File: config.mk
export PLATFORM = sky130hd
export DESIGN_NAME = obs_mult82_sequencer
export DESIGN_NICKNAME = d
export VERILOG_FILES = /design/src/rtl/obs_pkg.sv /design/src/rtl/overlap_module_82bit.sv /design/src/rtl/obs_mult82_sequencer.sv
export SDC_FILE = /design/constraint.sdc
export NUM_CORES = 1
export LEC_CHECK = 0
export BUFFER_PORTS_ARGS = -buffer_cell sky130_fd_sc_hd__buf_2
export CAP_MARGIN = 20
export CORE_MARGIN = 2
export CORE_UTILIZATION = 45
export DETAILED_ROUTE_END_ITERATION = 10
export PLACE_DENSITY = 0.8
export SYNTH_ARGS = -nofsm -noshare
export SYNTH_HDL_FRONTEND = slang
export SYNTH_SLANG_ARGS = --single-unit
File: constraint.sdc
create_clock -name clk -period 2.1 [get_ports clk]
set_input_delay 0.315 -clock clk [delete_from_list [all_inputs] [get_ports clk]]
set_output_delay 0.315 -clock clk [all_outputs]
set_load 0.005 [all_outputs]
File: src/rtl/obs_pkg.sv
// Shared types and constants for the OBS binary-field multiplier, 82-bit level.
package obs_pkg;

  localparam int OBS_N82  = 82;
  localparam int OBS_H41  = 41;
  localparam int OBS_P81  = 81;
  localparam int OBS_R163 = 163;

  typedef enum logic [1:0] {
    IDLE  = 2'd0,
    ISSUE = 2'd1,
    DRAIN = 2'd2,
    DONE  = 2'd3
  } obs_seq_state_t;

  typedef logic [1:0] obs_slot_t;

  // One stage of the result-capture pipe: which partial product is in flight.
  typedef struct packed {
    logic      valid;
    obs_slot_t slot;
  } obs_tag_t;

  // Gather the even-indexed (odd_sel=0) or odd-indexed (odd_sel=1) coefficients.
  function automatic logic [OBS_H41-1:0] obs_half(input logic [OBS_N82-1:0] x,
                                                  input logic odd_sel);
    logic [OBS_H41-1:0] h;
    h = {OBS_H41{1'b0}};
    for (int i = 0; i < OBS_H41; i++) begin
      h[i] = odd_sel ? x[2*i+1] : x[2*i];
    end
    return h;
  endfunction

endpackage

File: src/rtl/overlap_module_82bit.sv
// Recombines the four 81-bit half products into the 163-bit 82x82 product.
// A = ae(x^2) + x*ao(x^2), so even bits come from ae*be and x^2*ao*bo,
// odd bits from the two cross terms.
module overlap_module_82bit
  import obs_pkg::*;
(
  input  logic [OBS_P81-1:0]  p1,
  input  logic [OBS_P81-1:0]  p2,
  input  logic [OBS_P81-1:0]  p3,
  input  logic [OBS_P81-1:0]  p4,
  output logic [OBS_R163-1:0] res
);

  logic [OBS_R163-1:0] res_s;

  // Interleave the partial products; P4 is shifted up by one even position.
  always_comb begin
    res_s = {OBS_R163{1'b0}};
    res_s[0] = p1[0];
    for (int i = 1; i < OBS_P81; i++) begin
      res_s[2*i] = p1[i] ^ p4[i-1];
    end
    res_s[OBS_R163-1] = p4[OBS_P81-1];
    for (int i = 0; i < OBS_P81; i++) begin
      res_s[2*i+1] = p2[i] ^ p3[i];
    end
  end

  assign res = res_s;

endmodule

File: src/rtl/obs_mult82_sequencer.sv
// Time-shares one external 41x41 carry-less multiplier over four slots to
// build an 82x82 GF(2)[x] product; ready/valid on operand and result sides.
module obs_mult82_sequencer
  import obs_pkg::*;
#(
  parameter int N       = 82,
  parameter int MUL_LAT = 1
) (
  input  logic             clk,
  input  logic             rst_n,
  input  logic             in_valid,
  output logic             in_ready,
  input  logic [N-1:0]     a_in,
  input  logic [N-1:0]     b_in,
  output logic             mul_valid,
  output logic [N/2-1:0]   mul_a,
  output logic [N/2-1:0]   mul_b,
  input  logic [N-2:0]     mul_res,
  output logic             out_valid,
  input  logic             out_ready,
  output logic [2*N-2:0]   res
);

  // Last drain-counter value before the final result lands.
  localparam logic [2:0] LAT_LAST = (MUL_LAT == 0) ? 3'd0 : 3'(MUL_LAT - 1);

  obs_seq_state_t     state_r, state_nx_s;
  obs_slot_t          slot_r, slot_nx_s, slot_inc_s;
  logic [2:0]         lat_cnt_r, lat_cnt_nx_s;
  logic [OBS_N82-1:0] a_r, b_r, a_nx_s, b_nx_s;
  logic               mul_valid_r, mul_valid_nx_s;
  logic [OBS_H41-1:0] mul_a_r, mul_b_r, mul_a_nx_s, mul_b_nx_s;
  obs_slot_t          mul_tag_r, mul_tag_nx_s;
  logic               out_valid_r, out_valid_nx_s;
  logic               in_ready_r, in_ready_nx_s;
  logic [OBS_P81-1:0] p1_r, p2_r, p3_r, p4_r;
  logic               cap_valid_s;
  obs_slot_t          cap_slot_s;

  assign slot_inc_s = slot_r + 2'd1;

  // Next-state and next-output decode; issue operands are prepared one cycle ahead.
  always_comb begin
    state_nx_s     = state_r;
    slot_nx_s      = slot_r;
    lat_cnt_nx_s   = lat_cnt_r;
    a_nx_s         = a_r;
    b_nx_s         = b_r;
    mul_valid_nx_s = 1'b0;
    mul_a_nx_s     = {OBS_H41{1'b0}};
    mul_b_nx_s     = {OBS_H41{1'b0}};
    mul_tag_nx_s   = 2'd0;
    case (state_r)
      IDLE: begin
        if (in_valid) begin
          state_nx_s     = ISSUE;
          slot_nx_s      = 2'd0;
          a_nx_s         = a_in;
          b_nx_s         = b_in;
          mul_valid_nx_s = 1'b1;
          mul_a_nx_s     = obs_half(a_in, 1'b0);
          mul_b_nx_s     = obs_half(b_in, 1'b0);
          mul_tag_nx_s   = 2'd0;
        end else begin
          state_nx_s = IDLE;
        end
      end
      ISSUE: begin
        if (slot_r == 2'd3) begin
          lat_cnt_nx_s = 3'd0;
          if (MUL_LAT == 0) begin
            state_nx_s = DONE;
          end else begin
            state_nx_s = DRAIN;
          end
        end else begin
          // Slot k: A half = k[1] (even/odd), B half = k[0].
          slot_nx_s      = slot_inc_s;
          mul_valid_nx_s = 1'b1;
          mul_a_nx_s     = obs_half(a_r, slot_inc_s[1]);
          mul_b_nx_s     = obs_half(b_r, slot_inc_s[0]);
          mul_tag_nx_s   = slot_inc_s;
        end
      end
      DRAIN: begin
        if (lat_cnt_r == LAT_LAST) begin
          state_nx_s = DONE;
        end else begin
          lat_cnt_nx_s = lat_cnt_r + 3'd1;
        end
      end
      DONE: begin
        if (out_ready) begin
          state_nx_s = IDLE;
        end else begin
          state_nx_s = DONE;
        end
      end
      default: begin
        state_nx_s = IDLE;
      end
    endcase
    out_valid_nx_s = (state_nx_s == DONE);
    in_ready_nx_s  = (state_nx_s == IDLE);
  end

  // Control, operand and issue-port registers.
  always_ff @(posedge clk) begin
    if (!rst_n) begin
      state_r     <= IDLE;
      slot_r      <= 2'd0;
      lat_cnt_r   <= 3'd0;
      a_r         <= {OBS_N82{1'b0}};
      b_r         <= {OBS_N82{1'b0}};
      mul_valid_r <= 1'b0;
      mul_a_r     <= {OBS_H41{1'b0}};
      mul_b_r     <= {OBS_H41{1'b0}};
      mul_tag_r   <= 2'd0;
      out_valid_r <= 1'b0;
      in_ready_r  <= 1'b1;
    end else begin
      state_r     <= state_nx_s;
      slot_r      <= slot_nx_s;
      lat_cnt_r   <= lat_cnt_nx_s;
      a_r         <= a_nx_s;
      b_r         <= b_nx_s;
      mul_valid_r <= mul_valid_nx_s;
      mul_a_r     <= mul_a_nx_s;
      mul_b_r     <= mul_b_nx_s;
      mul_tag_r   <= mul_tag_nx_s;
      out_valid_r <= out_valid_nx_s;
      in_ready_r  <= in_ready_nx_s;
    end
  end

  // The tag follows the sub-multiplier latency so each result lands in its own P register.
  if (MUL_LAT == 0) begin : g_lat0
    assign cap_valid_s = mul_valid_r;
    assign cap_slot_s  = mul_tag_r;
  end else begin : g_latn
    obs_tag_t tag_pipe_r [MUL_LAT];

    // Tag shift register; cleared on reset so stale results are never captured.
    always_ff @(posedge clk) begin
      if (!rst_n) begin
        for (int i = 0; i < MUL_LAT; i++) begin
          tag_pipe_r[i] <= '{valid: 1'b0, slot: 2'd0};
        end
      end else begin
        tag_pipe_r[0] <= '{valid: mul_valid_r, slot: mul_tag_r};
        for (int i = 1; i < MUL_LAT; i++) begin
          tag_pipe_r[i] <= tag_pipe_r[i-1];
        end
      end
    end

    assign cap_valid_s = tag_pipe_r[MUL_LAT-1].valid;
    assign cap_slot_s  = tag_pipe_r[MUL_LAT-1].slot;
  end

  // Partial-product capture: the only write path into P1..P4.
  always_ff @(posedge clk) begin
    if (!rst_n) begin
      p1_r <= {OBS_P81{1'b0}};
      p2_r <= {OBS_P81{1'b0}};
      p3_r <= {OBS_P81{1'b0}};
      p4_r <= {OBS_P81{1'b0}};
    end else if (cap_valid_s) begin
      case (cap_slot_s)
        2'd0:    p1_r <= mul_res;
        2'd1:    p2_r <= mul_res;
        2'd2:    p3_r <= mul_res;
        2'd3:    p4_r <= mul_res;
        default: p1_r <= p1_r;
      endcase
    end
  end

  overlap_module_82bit u_overlap (
    .p1  (p1_r),
    .p2  (p2_r),
    .p3  (p3_r),
    .p4  (p4_r),
    .res (res)
  );

  assign in_ready  = in_ready_r & rst_n;
  assign mul_valid = mul_valid_r;
  assign mul_a     = mul_a_r;
  assign mul_b     = mul_b_r;
  assign out_valid = out_valid_r;

endmodule

---- Yosys cells after proc, flatten, opt, wreduce, memory -nomap -nowiden ----
Memories as Yosys holds them, arrays and structs flattened.
Cells that the tools add are included.
word-level totals
  bits in registers ....................... 582
  memory bits (writable) .................. 3
  bits of input ports ..................... 249
  output and inout bits ................... 248
  word-level logic and storage cells ...... 315
  memories ................................ 1
cells by class
  add/sub/neg operators ................... 2
  eq/ne operators ......................... 12
  mux-type cells .......................... 106
  bitwise logic cells ..................... 164
  reductions and logical operators ........ 15
memories
  memory             words  bits a word  read ports  clocked after Yosys merged registers in  write ports  RTL line                     source
  g_latn.tag_pipe_r  1      3            1           0                                        1            obs_mult82_sequencer.sv:141  obs_tag_t tag_pipe_r [MUL_LAT];
operator list
  operator                                       count
  2-to-1 mux 41 bit                              4
  case mux 41 bit (2 select lines)               2
  XOR 1 bit                                      161
  2-to-1 mux 1 bit                               88
  == test 2 bit, second input constant           6
  2-to-1 mux 2 bit                               5
  AND reduction 2 bit                            5
  2-to-1 mux 3 bit                               3
  != test 2 bit, second input constant           4
  case mux 2 bit (4 select lines)                1
  logical NOT 2 bit                              3
  case mux 3 bit (2 select lines)                1
  AND reduction 3 bit                            2
  OR reduction 3 bit                             2
  == test 2 x 1 -> 1 bit, second input constant  2
  case mux 2 bit (2 select lines)                1
  nonzero test 2 bit                             2
  adder 3 x 1 -> 3 bit, second input constant    1
  logical NOT 3 bit                              1
  adder 2 x 1 -> 2 bit, second input constant    1
  inverter 1 bit                                 2
  case mux 1 bit (2 select lines)                1
  AND 1 bit                                      1

---- Depth between registers and ports, before layout ----
Gate-level depths: netlist (run 1).
  depth after elaboration ................. 4
  depth in mapped cells ................... 6
  depth with buffers taken out ............ 5

---- Hierarchy ----
A second synthesis (run 1) with hierarchy kept.
second synthesis, totals
  cells, all modules ...................... 2,706
  area total of the unflattened synthesis .. 22,331.4 um^2
by module, submodules not included
  module                instances  cells an instance  area each (um^2)  seq. area each (um^2)
  obs_mult82_sequencer  1          2,543              20,906.3          11,711.2
  overlap_module_82bit  1          163                1,425.1           0.0

---- Least setup slack after synthesis (run 1) ----
Ideal clock, no wire load.
  kind .................................... reg-to-reg
  start point ............................. register slot_r[1]
  end point ............................... register mul_a_r[10], in the netlist mul_a[10]
  setup time .............................. 0.132 ns
  data arrival time ....................... 1.358 ns
  required time ........................... 1.968 ns
  setup slack ............................. 0.610 ns
  stages on the path, launching flop included .. 7
  buffers on the path ..................... 2
  clock period less this slack ............ 1.490 ns
  cell sequence ........................... dfxtp_1 -> ha_1 -> buf_2 -> buf_2 -> mux2_2 -> nand2_1 -> a21oi_1
between the ends
  word-level cells in the longest chain between the ends .. 4
  elaborated cells between the ends (all ways) .. 5
  classes of those cells .................. add/sub (1); eq/ne (1); mux (3)
RTL lines
  what                              RTL line                     source
  start: declaration                obs_mult82_sequencer.sv:28   obs_slot_t slot_r, slot_nx_s, slot_inc_s;
  start signal: assignment          obs_mult82_sequencer.sv:123  slot_r <= slot_nx_s;
  adder 2 x 1 -> 2 bit              obs_mult82_sequencer.sv:40   assign slot_inc_s = slot_r + 2'd1;
  via slot_inc_s[1]                 obs_mult82_sequencer.sv:28
  2-to-1 mux 1 bit                  obs_pkg.sv:30                h[i] = odd_sel ? x[2*i+1] : x[2*i];
  2-to-1 mux 41 bit                 obs_mult82_sequencer.sv:69   if (slot_r == 2'd3) begin
  case mux 41 bit (2 select lines)  obs_mult82_sequencer.sv:53   case (state_r)
  end signal: assignment            obs_mult82_sequencer.sv:116  mul_a_r <= {OBS_H41{1'b0}};
  end signal: assignment            obs_mult82_sequencer.sv:128  mul_a_r <= mul_a_nx_s;
  end: declaration                  obs_mult82_sequencer.sv:32   logic [OBS_H41-1:0] mul_a_r, mul_b_r, mul_a_nx_s, mul_b_nx_s;
The timed path passes the listed nets, and every way through them passes these cells.
A chain may end at the register's enable or synchronous reset.

---- Final worst setup path (run 1) ----
  start point ............................. register state_r[1]
  end point ............................... register b_r[22]
between the ends
  word-level cells in the longest chain between the ends .. 2
RTL lines
  what                           RTL line                     source
  start: declaration             obs_mult82_sequencer.sv:27   obs_seq_state_t state_r, state_nx_s;
  start signal: assignment       obs_mult82_sequencer.sv:122  state_r <= state_nx_s;
  logical NOT 2 bit              obs_mult82_sequencer.sv:53
  AND reduction 2 bit (no line)  --
  end signal: assignment         obs_mult82_sequencer.sv:114  b_r <= {OBS_N82{1'b0}};
  end signal: assignment         obs_mult82_sequencer.sv:126  b_r <= b_nx_s;
  end: declaration               obs_mult82_sequencer.sv:30   logic [OBS_N82-1:0] a_r, b_r, a_nx_s, b_nx_s;
No other way between the ends.

==> flow_summary.toml, run 1 <==
[floorplan]
core_area_sq_um = 48750
io_pins = 497
die-area_sq_um = 51030
floorplan.initialDensity_pct = 45.46
num_rows = 81
die_h_microns = 225.9
die_w_microns = 225.9

[critical_path]
critPathBufInv = 1
cp_cell_sequence = "or3b_4 -> buf_4 -> nand2_1 -> a21oi_1"
cp.required_ps = 2600
worstPathArrival_ps = 2320
critPathSlowestCell = "dfxtp_1"
start_kind = "register"
cpLargestDelayFamily = "flip-flops"
r2r-end = "b_r[22]"
cp-end-kind = "register"
path_class = "register to register"
r2r_start = "state_r[1]"
critPathMaxFanout = 21
timing.reg2reg.setup_slack_ps = 280
slowest_delay_ps = 660
worstRegToRegCells = 4

[cells_and_area]
areaGrowthSynthToFinish_pct = 34.27
layout-drive-gt1-share_pct = 21.50
nFillCells = 3760
fin_cells = 4084
fin_nets = 3623
multi_input_area_sq_um = 9584
seqCellArea_sq_um = 11710

[clock_tree]
clockBufferDepth = 3
cts_tree = "built"
cts_sinks = 585
clk_latency_ps = 610
cts_buffers = 56
hold_buffers = 245
h-tree-depth = 2
path_clk_slew_ps = 70
cts_resized = 0
cts-root-buf = "clkbuf_16"
cts_setup_buffers = 0

[synthesis]
synthFlopType = "dfxtp_1"
async_flop_share_pct = 0
yosys_warnings = 0
yosys-top-cells-area = "dfxtp_1 53%, nand2_1 18%, a21oi_1 13%, xor2_1 6.4%, mux2_2 4.2%"
synth_cells = 2709
synth_top_area_share_pct = 52.85
synth_area_sq_um = 22160
synth_cell_type_count = 36
syn_nets = 2961
yosys.area.top_type = "dfxtp_1"
synth-seq-cells = 585
syn_avg_cell_area_sq_um = 8.180
synth_edf_count = 0
ys_seq_area_share_pct = 52.85

[pwr]
power_leakage_uw = 0.01299
vdd_ir_drop_max_uv = 721.9
powerDensity_nw_per_um2 = 810.8

[sta]
slew_headroom_pct = 54.43
post-route-period-util_pct = 86.74
slew_violations = 0
fin_setup_tns_ps = 0
tightest_slew_ps = 683.5
hold_violations = 0
fmax_mhz = 549.0
skew_ps = 16.03
min_period_ps = 1822
setup_viol = 0
rsz0062_at_grt = "no"

[worst_hold_path]
min_to = "in_ready_r"
worstHoldPathCells = 2
holdCritPathClass = "input port to register"
hp-start = "rst_n"

[global_route]
grt_max_degree = 82
track_usage_pct = 26.09
grt_pass1_wl_microns = 107800
grt-ovfl-total = 0
antenna_found_initial = 5
grt_pass1_vias = 20900

[place]
hpwl_microns = 39800
place_inst = 3732
io_buffers = 496
gp_congestion = 0.8411

[detailed_routing]
drt_iter0_markers = 1726
route.detailed.drc = 0
drt-pass1-iter-count = 6
routed_via_density = 5.248
wire_per_inst_microns = 17.11
drtAntennaViolNets = 0
vias = 21430
drt_wl_total_microns = 69880

[flow_run]
maxCapViolCount = 0

[outcome]
status = "finished, final reports clean"
-- power breakdown --
group / internal (uW) / switching [uW] / leakage, uW
combinational: 1080 / 1250 / 0.00734
clock: 5790 / 4340 / 0.000899
sequential: 11500 / 203 / 0.00476
total: 18300 / 5800 / 0.0130
-- routing by layer --
metal  up-vias  routed length, microns  GRT usage (%)
met1     10050                   27430          31.17
li1      10090                       -              -
met4         2                    3362          12.88
met5         -                      11              0
met3       254                    5534          5.504
met2      1042                   33540          44.44
-- cells by family after synthesis --
kind of cell | share of synthesized area (%)
AOI/OAI and AO/OA | 13.25
adders and majority gates | 0.1694
buffers and inverters | 4.111
DFF | 52.85
xor gates and xnor gates | 6.364
muxes | 4.212
and+or+nand+nor | 19.05
-- synth_stat cells (all sizes together), types with 3 or more instances --
cell type,instances
nand3b,3
a31oi,3
ha,3
buf,145
and2,4
and3b,4
nand2,1061
nor3b,5
xor2,161
nand3,3
dfxtp,585
a21oi,573
inv,4
mux2,82
clkbuf,49
nor2,4
-- area by class of cell --
| class | count | area share [%] |
|---|---|---|
| antenna | 6 | 0.05046 |
| inverter | 4 | 0.07570 |
| clock buffer | 85 | 5.547 |
| sequential | 585 | 39.37 |
| multi-input combinational | 1926 | 32.21 |
| timing repair buffer | 798 | 19.33 |
| tap | 664 | 2.792 |
| clock inverter | 16 | 0.6266 |
-- worst reg2reg max path, cell delays in order, from the launching register on --
cell and delay (ps):
dfxtp_1 660, or3b_4 460, buf_4 280, nand2_1 110, a21oi_1 230
-- per-stage QoR --
stage	hold slack [ps]	total power [uW]	util, %	area [sq um]	setup slack [ps]
2_1_floorplan	411.9	12870	-	22160	609.8
3_3_place_gp	418.5	13720	52.20	25450	477.7
3_5_place_dp	420.9	13740	52.20	25450	422.6
4_1_cts	3.132	24090	61.00	29740	372.1
5_1_grt	29.02	24830	61.02	29750	183.5
6_report	40.72	24120	61.03	29750	278.4
-- registers in the layout, summed over array words and instances, names as in the netlist --
name and count:
mul_a 41, p2_r 81, b_r 82, out_valid 1, mul_valid 1, state_r 2
mul_tag_r 2, in_ready_r 1, slot_r 2, a_r 82, mul_b 41, lat_cnt_r 3
p4_r 81, g_latn.tag_pipe_r 3, p1_r 81, p3_r 81
-- worst max path at each step --
stage                from        end  slack, ps  depth (start not counted)
3_3_place_gp   state_r[1]    a_r[21]        480                          4
3_5_place_dp   state_r[1]    b_r[48]        420                          4
6_report       state_r[1]    b_r[22]        280                          4
2_1_floorplan   slot_r[1]  mul_a[10]        610                          6
4_1_cts          p1_r[37]    res[74]        370                          2
5_1_grt        state_r[1]    b_r[22]        180                          4
-- cells in the final DEF (no fill, tap or decap), types with 4 or more instances in the layout --
cell           instances
a21oi_1              573
and2_1                 4
buf_12                31
buf_2                496
buf_4                 26
clkbuf_1              15
clkbuf_16             56
clkbuf_8              14
clkinv_2               6
dfxtp_1              584
diode_2                6
dlygate4sd3_1        245
mux2_2                82
nand2_1             1061
nor2_1                 4
xor2_1               161
(Power assumes the default switching activity.)
==> run 2: changes to the inputs <==
- SYNTH_HIERARCHICAL: default -> 1
==> run 2 against run 1 <==
  * Setup slack got worse by 140 ps
  * Sequential power barely moved
  * Register-to-register slack got worse by 140 ps
  * Global-route usage rose by 1.9 points
  * Power rose by 4.2%
  * First-iteration DRC count rose by 6.6%
  * Fmax fell by 7.3%
  * Worst hold slack improved by 0.74 ps
  * Critical path depth did not move
  * Via count rose by 2.3%
  * Synthesized cell count fell by 0.11%
  * Sequential share of layout area fell by 0.13 points
==> flow_summary.toml, run 2 <==
[outcome]
status = "finished, final reports clean"

[synthesis]
syn_nets = 2958
yosys.area.top_type = "dfxtp_1"
synth.top_cells.by_count = "1060 x nand2_1, 585 x dfxtp_1, 575 x a21oi_1, 161 x xor2_1, 88 x buf_2"
synth_edf_count = 0
synth_top_area_share_pct = 52.44
synth-seq-cells = 585
synthFlopType = "dfxtp_1"
ys_seq_area_share_pct = 52.44
synth.most_common_cell = "nand2_1"
yosys-top-cells-area = "dfxtp_1 52%, nand2_1 18%, a21oi_1 13%, xor2_1 6.3%, mux2_2 4.1%"
synth_cells = 2706
syn_avg_cell_area_sq_um = 8.253
synth_area_sq_um = 22330
async_flop_share_pct = 0
yosys_warnings = 6
synth_cell_type_count = 37

[global_route]
grt-ovfl-total = 0
antenna_found_initial = 5
track_usage_pct = 27.97
grt_pass1_wl_microns = 114600
grt_max_degree = 82
grt_pass1_vias = 21510

[cells_and_area]
layout-drive-gt1-share_pct = 21.96
mostFrequentLayoutCells = "1060 x nand2_1, 584 x dfxtp_1, 575 x a21oi_1"
fin_nets = 3621
areaGrowthSynthToFinish_pct = 33.66
multi_input_area_sq_um = 9572
largest_registers = "a_r: 82 flops, b_r: 82 flops"
final_cell_area_sq_um = 29850
nFillCells = 3699
final_common_cell = "nand2_1"
seqCellArea_sq_um = 11710

[place]
dp_slack_ps = 368.7
dpl_cell_area_sq_um = 25430
hpwl_microns = 41100
gp_congestion = 0.8214
io_buffers = 496

[floorplan]
num_rows = 81
floorplan.initialDensity_pct = 45.62
die_w_microns = 226.8
core_area_sq_um = 48950
die_h_microns = 226.8
io_pins = 497
die-area_sq_um = 51420

[critical_path]
cp.required_ps = 2600
path_class = "register to register"
cp-end-kind = "register"
critPathSlowestCell = "dfxtp_1"
start_kind = "register"
critPathBufInv = 1
r2r-end = "a_r[46]"
critPathMaxFanout = 30
worstPathArrival_ps = 2460
slowest_delay_ps = 590
cp-startpoint = "state_r[1]"
timing.reg2reg.setup_slack_ps = 130
cp_cell_sequence = "or3b_4 -> buf_4 -> nand2_1 -> a21oi_1"
cpLargestDelayFamily = "simple AND/OR/NAND/NOR gates"
r2r_start = "state_r[1]"
worstRegToRegCells = 4

[worst_hold_path]
holdCritPathClass = "input port to register"
hp-start = "b_in[10]"
worstHoldPathCells = 3
min_to = "b_r[10]"

[sta]
min_period_ps = 1965
skew_ps = 30.05
slew_headroom_pct = 52.66
slew_violations = 0
fin_setup_tns_ps = 0
post-route-period-util_pct = 93.59
setup_ws_ps = 134.7
rsz0062_at_grt = "no"
setup_viol = 0
fmax_mhz = 508.8
tightest_slew_ps = 710.0
hold_violations = 0

[clock_tree]
clockBufferDepth = 3
cts_sinks = 585
cts_buffers = 57
cts_tree = "built"
cts-root-buf = "clkbuf_16"
clk_latency_ps = 620
h-tree-depth = 2
cts_setup_buffers = 0
path_clk_slew_ps = 60

[pwr]
power_leakage_uw = 0.01305
vdd_ir_drop_max_uv = 647.5
powerDensity_nw_per_um2 = 841.8

[detailed_routing]
drt_iter0_markers = 1840
route.detailed.drc = 0
drt_wl_total_microns = 74750
routed_via_density = 5.369
vias = 21930
drt-pass1-iter-count = 6
wire_per_inst_microns = 18.30
drtAntennaViolNets = 0

[flow_run]
maxCapViolCount = 0
==> run 2: cell count changes after synthesis, sizes merged, moves of 2 or more <==
cell	delta
a21oi	+2
a31oi	-2
buf	-15
clkbuf	+15
nor3b	-2
nor4bb	+2
==> run 2: how the worst max path moves through the flow <==
stage | endpoint | slack (ps) | cells after the start
after global placement | b_r[7] | 420 | 4
after global routing | a_r[46] | 30 | 4
after CTS | b_r[3] | 320 | 4
final | a_r[46] | 130 | 4
after detailed placement | a_r[37] | 370 | 4
after floorplan | mul_a[10] | 630 | 6
==> run 2: metrics by stage <==
stage,instances,power [uW],hold WS (ps),utilization [%]
2_1_floorplan,2706,13030,411.8,-
3_3_place_gp,3734,13880,419.6,51.94
3_5_place_dp,3734,13910,419.1,51.94
4_1_cts,4080,25020,0.9874,60.95
5_1_grt,4082,25880,25.03,60.96
6_report,4084,25130,41.46,60.97
==> run 2: layout make-up <==
| type | instances | share of cell area [%] |
|---|---|---|
| Tap cell | 664 | 2.783 |
| Sequential cell | 585 | 39.24 |
| Inverter | 5 | 0.08803 |
| Clock inverter | 22 | 1.073 |
| Timing Repair Buffer | 798 | 19.06 |
| Clock buffer | 84 | 5.655 |
| Antenna cell | 4 | 0.03354 |
| Multi-Input combinational cell | 1922 | 32.07 |
==> run 2: cell families (layout without fill, tap and decap cells) <==
group / after synthesis / count (layout) / share of synthesized area (%)
AOI/OAI and AO/OA: 582 / 582 / 13.11
xor gates and xnor gates: 161 / 161 / 6.314
adders and majority gates: 3 / 3 / 0.1681
other: 0 / 4 / 0
and+or+nand+nor: 1094 / 1094 / 18.92
buffers and inverters: 199 / 909 / 4.914
DFF: 585 / 585 / 52.44
muxes: 82 / 82 / 4.135
==> run 2: report_power, final <==
| group | switching (uW) | internal [uW] |
|---|---|---|
| clock | 4490 | 6430 |
| sequential | 224 | 11500 |
| combinational | 1370 | 1130 |
| total | 6080 | 19000 |
==> run 2: what timing repair did <==
| item | 4_1_cts | 5_1_grt |
|---|---|---|
| resized for setup | 0 | 0 |
| hold buffers | 240 | 0 |
| endpoints found under the hold margin | 558 | 0 |
==> run 2: worst min-delay path, delay by kind of cell <==
| family | cells | cell delay (ps) |
|---|---|---|
| AO/OA/AOI/OAI | 1 | 60 |
| buffers and inverters | 1 | 120 |
| AND/OR/NAND/NOR | 1 | 90 |
==> run 2: per-layer routing <==
metal	track usage, %	up-vias	routed length (microns)
met5	0	-	41
met4	15.15	6	4287
met3	8.151	384	7786
met2	46.77	1312	35240
met1	32.17	10170	27400
li1	-	10060	-
==> run 3: changes to the inputs <==
- CORE_UTILIZATION: 45 -> 30
- PLACE_DENSITY: 0.8 -> 0.61
==> run 3 against run 2 <==
  * Sequential cell count unchanged
  * Utilization shrank 20 points
  * Worst hold slack better by 27 ps
  * Global-route usage fell by 11 points
  * Sequential power is essentially flat
  * Fmax rose by 11%
  * Critical endpoint is now res[78]
  * Largest cell class unchanged
  * Largest power group is now the clock network
  * Highest routed layer unchanged
==> flow_summary.toml, run 3 (synthesis results as in run 2) <==
[clock_tree]
path_clk_slew_ps = 70
cts_tree = "built"
cts_resized = 0
cts-root-buf = "clkbuf_16"
clockBufferDepth = 3
clk_latency_ps = 600
cts_sinks = 585
cts_buffers = 67
h-tree-depth = 3

[cells_and_area]
final_cell_area_sq_um = 30380
mostFrequentLayoutCells = "1060 x nand2_1, 584 x dfxtp_1, 575 x a21oi_1"
fin_nets = 3618
largest_registers = "a_r: 82 flops, b_r: 82 flops"
layout-drive-gt1-share_pct = 21.79
final_common_cell = "nand2_1"
areaGrowthSynthToFinish_pct = 36.02

[sta]
setup_viol = 0
skew_ps = 20.38
rsz0062_at_grt = "no"
fmax_mhz = 562.8
post-route-period-util_pct = 84.61
min_period_ps = 1777
tightest_slew_ps = 740.8
slew_headroom_pct = 50.61
fin_setup_tns_ps = 0
slew_violations = 0
hold_violations = 0

[flow_run]
maxCapViolCount = 0

[pwr]
vdd_ir_drop_max_uv = 589.5
powerDensity_nw_per_um2 = 854.4
power_leakage_uw = 0.01310

[floorplan]
io_pins = 497
die_h_microns = 276.8
num_rows = 100
die-area_sq_um = 76640
core_area_sq_um = 74070
floorplan.initialDensity_pct = 30.15
die_w_microns = 276.8

[detailed_routing]
routed_via_density = 4.556
route.detailed.drc = 0
wire_per_inst_microns = 15.76
drtAntennaViolNets = 0
drt-pass1-iter-count = 7
drt_iter0_markers = 966
vias = 19980
drt_wl_total_microns = 69110

[place]
io_buffers = 496
gp_congestion = 0.7820
dpl_cell_area_sq_um = 25740
hpwl_microns = 43200

[global_route]
antenna_found_initial = 2
grt_max_degree = 110
track_usage_pct = 17.46
grt_pass1_vias = 19470
grt-ovfl-total = 0
grt_pass1_wl_microns = 107900

[worst_hold_path]
holdCritPathClass = "input port to register"
worstHoldPathCells = 3
hp-start = "a_in[14]"
min_to = "a_r[14]"

[critical_path]
r2r_start = "state_r[1]"
worstRegToRegCells = 5
path_class = "register to output pin"
critPathMaxFanout = 2
cp.required_ps = 1780
cp-end-kind = "output pin"
start_kind = "register"
worstPathArrival_ps = 1460
r2r-end = "b_r[10]"
timing.reg2reg.setup_slack_ps = 420

[outcome]
status = "finished, final reports clean"
-- run 3: cell types whose count changed in the layout (fill, tap and decap cells not counted), moves of 2 or more --
cell	delta
clkbuf_8	-3
inv_16	+4
clkinv_2	-2
buf_4	-15
clkbuf_16	+11
buf_12	+2
clkbuf_1	+5
bufinv_16	-3
diode_2	-3
-- run 3: worst max-delay path by stage --
stage | endpoint | from | cells past startpoint
after global placement | slot_r[1] | state_r[1] | 5
after CTS | res[78] | p1_r[39] | 2
after global routing | a_r[39] | state_r[1] | 5
after detailed placement | a_r[15] | in_valid | 6
after floorplan | mul_a[10] | slot_r[0] | 6
final | res[78] | p1_r[39] | 2
-- run 3: final cells by class --
class,instances,area [sq um]
multi-input combinational,1922,9572
fill,7438,43700
sequential,585,11710
timing repair buffer,785,5615
clock inverter,21,294.0
antenna,1,2.502
tap,969,1212
inverter,5,26.28
clock buffer,97,1941
-- run 3: power breakdown --
part           internal (uW)  switching (uW)  leakage (uW)
Clock                   7000            4900       0.00109
Sequential             11500             186       0.00476
Combinational           1100            1280       0.00725
-- run 3: critical path, cell delays in order, from the launching register on --
cell	delay (ps)
dfxtp_1	370
xor2_1	320
buf_2	180
-- run 3: repair_timing --
item | CTS | global route
hold endpoints to repair | 558 | 0
setup buffers | 0 | 0
hold buffers | 240 | 0
-- run 3: through the flow --
stage	hold slack, ps	worst slack (ps)	cells	total power, uW	utilization [%]
CTS	11.10	325.6	4384	26320	41.01
floorplan	411.8	630.8	2706	13030	-
detailed placement	416.9	392.6	4026	13940	34.74
finish	67.97	323.2	4385	25950	41.01
global route	30.55	277.4	4385	27000	41.01
global placement	418.6	397.9	4026	13920	34.74
-- run 3: routing by layer --
layer / track usage, % / vias to the layer above / part of all wire (%)
met5: 0 / - / 0.019
met4: 5.727 / 2 / 2.5
met3: 4.438 / 122 / 6.9
met2: 29.22 / 536 / 47
met1: 21.89 / 9265 / 43
li1: - / 10050 / -
